==> config.mk <==
export PLATFORM = sky130hd
export DESIGN_NAME = pipeline_hazard_ctrl
export DESIGN_NICKNAME = d
export VERILOG_FILES = /design/src/rtl/pipeline_hazard_ctrl.sv
export SDC_FILE = /design/constraint.sdc
export NUM_CORES = 1
export LEC_CHECK = 0
export CORE_MARGIN = 2
export CORE_UTILIZATION = 50
export CTS_BUF_LIST = sky130_fd_sc_hd__clkbuf_8
export DETAILED_ROUTE_END_ITERATION = 12
export PLACE_DENSITY = 0.94
export SYNTH_ARGS = -nofsm -noshare
export SYNTH_HDL_FRONTEND = slang
export SYNTH_SLANG_ARGS = --single-unit
==> constraint.sdc <==
create_clock -name clk -period 3.4 [get_ports clk]
set_input_delay 0.85 -clock clk [delete_from_list [all_inputs] [get_ports clk]]
set_output_delay 0.85 -clock clk [all_outputs]
set_load 0.1 [all_outputs]
==> src/rtl/pipeline_hazard_ctrl.sv <==
// Hazard, flush and SYSCALL-halt sequencing for the five-stage MIPS pipeline (no forwarding),
// with cycle / stall / flush-bubble performance counters.
module pipeline_hazard_ctrl #(
  parameter int unsigned DRAIN_CYCLES = 3,
  parameter int unsigned CNT_W        = 32
) (
  input  logic             clk,
  input  logic             CLR,
  input  logic [4:0]       id_rs,
  input  logic [4:0]       id_rt,
  input  logic             id_use_rs,
  input  logic             id_use_rt,
  input  logic [4:0]       ex_wb_reg,
  input  logic             ex_reg_write,
  input  logic [4:0]       mem_wb_reg,
  input  logic             mem_reg_write,
  input  logic             ex_branch_taken,
  input  logic             id_jump,
  input  logic             id_syscall,
  input  logic             syscall_halt,
  input  logic             go,
  output logic             pc_en,
  output logic             ifid_en,
  output logic             ifid_flush,
  output logic             idex_flush,
  output logic             halted,
  output logic [CNT_W-1:0] cycle_cnt,
  output logic [CNT_W-1:0] stall_cnt,
  output logic [CNT_W-1:0] flush_cnt
);

  localparam logic [1:0] StRun   = 2'd0;
  localparam logic [1:0] StDrain = 2'd1;
  localparam logic [1:0] StHalt  = 2'd2;

  localparam int unsigned DrainW = (DRAIN_CYCLES < 1) ? 1 : $clog2(DRAIN_CYCLES + 1);

  logic [1:0]        state_q, state_d;
  logic [DrainW-1:0] drain_q, drain_d;
  logic [CNT_W-1:0]  cycle_q, stall_q, flush_q;

  logic       rs_hz, rt_hz, hz;
  logic       pc_en_c, ifid_en_c, ifid_flush_c, idex_flush_c;
  logic       stall_inc;
  logic [1:0] flush_inc;

  // WB-stage writers are excluded: the register file writes before it is read.
  assign rs_hz = id_use_rs && (id_rs != 5'd0) &&
                 ((ex_reg_write && (ex_wb_reg == id_rs)) ||
                  (mem_reg_write && (mem_wb_reg == id_rs)));
  assign rt_hz = id_use_rt && (id_rt != 5'd0) &&
                 ((ex_reg_write && (ex_wb_reg == id_rt)) ||
                  (mem_reg_write && (mem_wb_reg == id_rt)));
  assign hz    = rs_hz || rt_hz;

  always_comb begin
    state_d      = state_q;
    drain_d      = drain_q;
    pc_en_c      = 1'b0;
    ifid_en_c    = 1'b0;
    ifid_flush_c = 1'b0;
    idex_flush_c = 1'b0;
    stall_inc    = 1'b0;
    flush_inc    = 2'd0;
    case (state_q)
      StRun: begin
        if (ex_branch_taken) begin
          // Everything younger than the branch is wrong-path.
          pc_en_c      = 1'b1;
          ifid_en_c    = 1'b1;
          ifid_flush_c = 1'b1;
          idex_flush_c = 1'b1;
          flush_inc    = 2'd2;
        end else if (hz) begin
          idex_flush_c = 1'b1;
          stall_inc    = 1'b1;
        end else if (id_syscall && syscall_halt) begin
          idex_flush_c = 1'b1;
          state_d      = StDrain;
          drain_d      = DrainW'(1);
        end else if (id_jump) begin
          pc_en_c      = 1'b1;
          ifid_en_c    = 1'b1;
          ifid_flush_c = 1'b1;
          flush_inc    = 2'd1;
        end else begin
          pc_en_c   = 1'b1;
          ifid_en_c = 1'b1;
        end
      end
      StDrain: begin
        idex_flush_c = 1'b1;
        drain_d      = drain_q + DrainW'(1);
        if (drain_q >= DrainW'(DRAIN_CYCLES)) begin
          state_d = StHalt;
          drain_d = '0;
        end
      end
      StHalt: begin
        if (go) begin
          // Drop the held SYSCALL from IF/ID on resume.
          pc_en_c      = 1'b1;
          ifid_en_c    = 1'b1;
          ifid_flush_c = 1'b1;
          state_d      = StRun;
        end
      end
      default: begin
        state_d = StRun;
        drain_d = '0;
      end
    endcase
  end

  always_ff @(posedge clk or negedge CLR) begin
    if (!CLR) begin
      state_q <= StRun;
      drain_q <= '0;
      cycle_q <= '0;
      stall_q <= '0;
      flush_q <= '0;
    end else begin
      state_q <= state_d;
      drain_q <= drain_d;
      if (state_q != StHalt) begin
        cycle_q <= cycle_q + CNT_W'(1);
      end
      if (stall_inc) begin
        stall_q <= stall_q + CNT_W'(1);
      end
      flush_q <= flush_q + CNT_W'(flush_inc);
    end
  end

  // Controls are forced low while reset is held, independent of the clock.
  assign pc_en      = CLR & pc_en_c;
  assign ifid_en    = CLR & ifid_en_c;
  assign ifid_flush = CLR & ifid_flush_c;
  assign idex_flush = CLR & idex_flush_c;

  assign halted    = (state_q == StHalt);
  assign cycle_cnt = cycle_q;
  assign stall_cnt = stall_q;
  assign flush_cnt = flush_q;

endmodule

* Word level (Yosys, flattened, before mapping) *
Index checks and enable logic that the tools add are counted.

storage, ports and cells
  output and inout bits = 101
  bits of input ports = 31
  word-level logic and storage cells = 73
  flip-flop bits (word level) = 100

operators by class
  multiplexer cells = 30
  reduce and logical (&&, ||, !) cells = 17
  equal/unequal tests = 12
  add/subtract/negate cells = 4
  order comparisons = 1
  bitwise operators = 4

operator list
  kind                   number
  $add 32x1->32 const B  2
  $add 32x2->32          1
  $eq 5x5->1             4
  $mux 1                 17
  $mux 2                 8
  $ne 2x2->1 const B     6
  $pmux 2 s3             2
  $reduce_bool 5->1      2
  $logic_and 1x1->1      9
  $pmux 1 s2             3
  $reduce_and 5->1       1
  $reduce_and 4->1       1
  $and 1x1->1            3
  $logic_or 1x1->1       3
  $add 2x1->2 const B    1
  $eq 2x1->1 const B     1
  $eq 2x2->1 const B     1
  $ge 2x2->1 const B     1
  $logic_not 2->1        1
  $not 1->1              1

* Longest topological paths before layout *
  depth after elaboration = 9
  gate-level depth with buffers = 13
  depth with buffers taken out = 12

* Least setup slack after synthesis *
Ideal clock, no wire load.

  path kind = input to output
  from = in ex_wb_reg[0]
  to = out idex_flush
  data required time = 2.550 ns
  setup slack = -0.643 ns
  data arrival time = 3.193 ns
  stages = 6
  buffers on the path = 0
  path through = xnor2_1 nand4_1 o22ai_1 a22o_1 nor2_1 a21oi_1

between the ends
  cells in the longest elaborated chain, start to end = 9
  elaborated cells between the ends (all ways) = 13
  classes of those cells = eq/ne (2); mux (3); bitwise (1); reduce/logical (7)

RTL lines
  what                                  RTL line  source
  start, declared                       13        input logic [4:0] ex_wb_reg,
  $eq 5x5->1 (on tied branches)         49, 52
  $logic_and 1x1->1 (on tied branches)  49, 52
  $logic_or 1x1->1 (on tied branches)   49, 52
  $logic_and 1x1->1 (on tied branches)  48, 51
  $logic_or 1x1->1 (*)                  54        assign hz = rs_hz || rt_hz;
  $mux 1 (*)                            74        end else if (hz) begin
  $mux 1 (*)                            67        if (ex_branch_taken) begin
  $pmux 1 s2 (*)                        65        case (state_q)
  $and 1x1->1 (*)                       139       assign idex_flush = CLR & idex_flush_c;
  end, declared                         25        output logic idex_flush,

Mark *: on every way between the ends. The rest lies on a longest branch, timed or not.

* Worst setup path in the final report *
  from = in ex_wb_reg[2]
  to = out ifid_flush

between the ends
  cells in the longest elaborated chain, start to end = 9
  elaborated cells between the ends (all ways) = 13
  classes of those cells = eq/ne (2); mux (3); bitwise (1); reduce/logical (7)

RTL lines
  what                                  RTL line  source
  $eq 5x5->1 (on tied branches)         49, 52
  $logic_and 1x1->1 (on tied branches)  49, 52
  $logic_or 1x1->1 (on tied branches)   49, 52
  $logic_and 1x1->1 (on tied branches)  48, 51
  $logic_or 1x1->1 (*)                  54
  $mux 1 (*)                            74
  $mux 1 (*)                            67
  $pmux 1 s2 (*)                        65
  $and 1x1->1 (*)                       138       assign ifid_flush = CLR & ifid_flush_c;
  end, declared                         24        output logic ifid_flush,

Marked as above.

==> results.ini <==
[global_route]
use_met3_pct=5.20
grt-ovfl-total=0
grt_pass1_vias=3962
met2_usage_pct=41.1
use_met1_pct=26.7
antenna_found_initial=0
grt_usage_pct=22.8
grt_pass1_wl_um=18600
grt_max_degree=72
grt.busiest_layer=met2

[synthesis]
synth-seq-cells=100
synth_fp_nets=478
synth_xor_area_share_pct=20.5
ys_warn_count=0
netlist_instances=441
synth.lib_cells_used.distinct=45
yosys-top-cells-area=dfrtp_1 52%, xnor2_1 14%, xor2_1 6.7%
synth_top_area_share_pct=51.8
netlist_area_um2=4830
ys_seq_area_share_pct=51.8
yosys.area_share.simple_pct=21.5
synth_ff_type=dfrtp_1
synthAdderAreaFrac_pct=1.55
syn_avg_cell_area_um2=11.0
synth_area_leader_cell=dfrtp_1
synthMuxAreaShare_pct=0.233
synth_compound_gate_area_share_pct=3.11
synth-edff-count=0
async_flop_share_pct=100
synth_top_family_by_area=simple AND/OR/NAND/NOR gates

[pwr]
swShare_pct=45.2
p_clk_share_pct=21.5
internal_power_mw=2.17
p_sw_mw=1.79
p_leak_nw=3.33
seq_power_share_pct=37.3
irDropWorstVdd_mv=0.459
power_frac_comb_pct=41.2
powerDensity_nw_per_um2=594

[sta]
tns_ns=0
relSlewSlack_pct=42.3
grt_setup_unrepaired=true
fin_skew_ns=0.00990
setup_viol=0
period_minus_slack_ns=3.37
final_max_slew_viol_count=0
fmax_ghz=0.297
hold_viol=0
tightest_slew_ns=0.865
holdWs_ns=0.434
fin_crit_sh_pct=99.1

[setup_path]
critPathMaxFanout=5
crit_type=input port to output pin
path_cells=clkdlybuf4s50_1, xnor2_1, nand2_1, o22ai_2, a22o_4, o21ai_2, and3b_2, buf_12
critical_path.max_stage_delay_ns=0.46
critical_path_buf_inv_count=2
startpoint_type=input port
required_ns=2.55
slowest_stage=clkdlybuf4s50_1
endpoint_kind=output pin
crit_family=buffers and inverters
arrival_ns=2.52

[route]
wl_per_cell_um=15.9
antenna_left=0
dr.pass1.iters=4
drt_iter0_drc=198
via_count=3921
viasPerCell=5.26
drc=0
wl_um=11800

[job]
maxCapViolations=0

[layout]
drive_above_1_share_pct=31.3
design_area_um2=6660
final_util_pct=71.4
final_nets=649
fillers=678
multi_input_area_um2=2380
fin_cells=746
antenna_cells=0
final_common_cell=buf_4
layout_common_cells=134 x buf_4, 100 x dfrtp_1, 73 x xnor2_1
final-seq-area_um2=2500
syn_to_final_growth_pct=37.7

[clock_tree]
cts_buffer_depth=2
clock-sinks=100
clk_transition_reported_paths_ns=0.10
insertion_delay_ns=0.36
h-tree-depth=3
cts_tree=yes
root_buffer=clkbuf_8
holdBufCountCts=0
cts_buffers=9

[die]
start_util_pct=51.8
core_um2=9330
die_y_um=102
rows=35
num_io_pins=132
die_area_um2=10500
die_x_um=102

[worst_hold_path]
hold_class=input port to async pin

[place]
place_inst=719
gp_congestion=0.847
place_area_um2=6280
dp_hpwl_um=8550
port_buffers=131

[run_status]
outcome=completed

==> logic make-up (layout without fill, tap and decap cells) <==
kind of cell             Yosys count  after routing
multiplexers                       1              1
buffers and inverters             12            188
flip-flops                       100            100
AND/OR/NAND/NOR                  190            190
XOR/XNOR                         113            113
AO/OA/AOI/OAI                     19             19
adder cells (fa/ha/maj)            6              6
==> layout make-up <==
cell class	count	share of cell area (%)
repair buffers	167	20.5
flip-flops and latches	100	37.6
inverters	5	0.282
multi-input cells	329	35.8
clock inverters	7	1.50
clock buffers	9	1.86
well taps	129	2.42
==> metal layers <==
layer  up-vias  wire length, um
li1       1844                -
met1      1930             4760
met2       126             6150
met3        21              707
met4         0              211
met5         -                0
==> cell usage after synthesis (all sizes together) (4+ instances only) <==
master / number
dfrtp: 100
nand3: 28
nor3b: 7
nor4: 4
xnor2: 76
nand2: 49
nor3: 15
o21ai: 5
nand2b: 9
ha: 6
a21oi: 5
buf: 5
xor2: 37
and3: 16
inv: 5
and4: 6
nor2: 22
nand4: 16
==> worst paths after layout <==
path	depth (start not counted)	slack [ns]	start	end
worst min-delay path	1	0.43	CLR	stall_cnt[16]
worst min register to register	1	0.47	flush_cnt[31]	flush_cnt[31]
worst max-delay path	8	0.03	ex_wb_reg[2]	ifid_flush
min in group clk	1	0.47	flush_cnt[31]	flush_cnt[31]
worst max register to register	9	0.90	state_q[1]	flush_cnt[26]
max in group asynchronous	2	1.75	CLR	flush_cnt[14]
==> through the flow <==
step | power [mW] | worst slack, ns
2_1_floorplan | 2.68 | -0.0598
3_3_place_gp | 3.07 | -0.317
3_5_place_dp | 3.10 | -0.423
4_1_cts | 3.96 | 0.0109
5_1_grt | 4.11 | -0.0395
6_report | 3.96 | 0.0305
==> power groups by stage <==
stage	logic, mW	clock network, mW	registers (mW)
after global placement	1.59	0	1.48
after CTS	1.62	0.864	1.47
after detailed placement	1.61	0	1.49
after global routing	1.70	0.914	1.50
final	1.63	0.852	1.47
after floorplan	0.496	0	2.18
==> repair_timing <==
| item | CTS | global route |
|---|---|---|
| resized for setup | 36 | 16 |
| pin swaps | 9 | 10 |
| setup endpoints to repair | 12 | 14 |
| setup buffers | 9 | 2 |
==> state kept, by name, indices dropped and copies added (netlist names) <==
name,cells
cycle_cnt,32
drain_q,2
flush_cnt,32
stall_cnt,32
state_q,2
No activity file was read; power rests on OpenSTA's default activity.
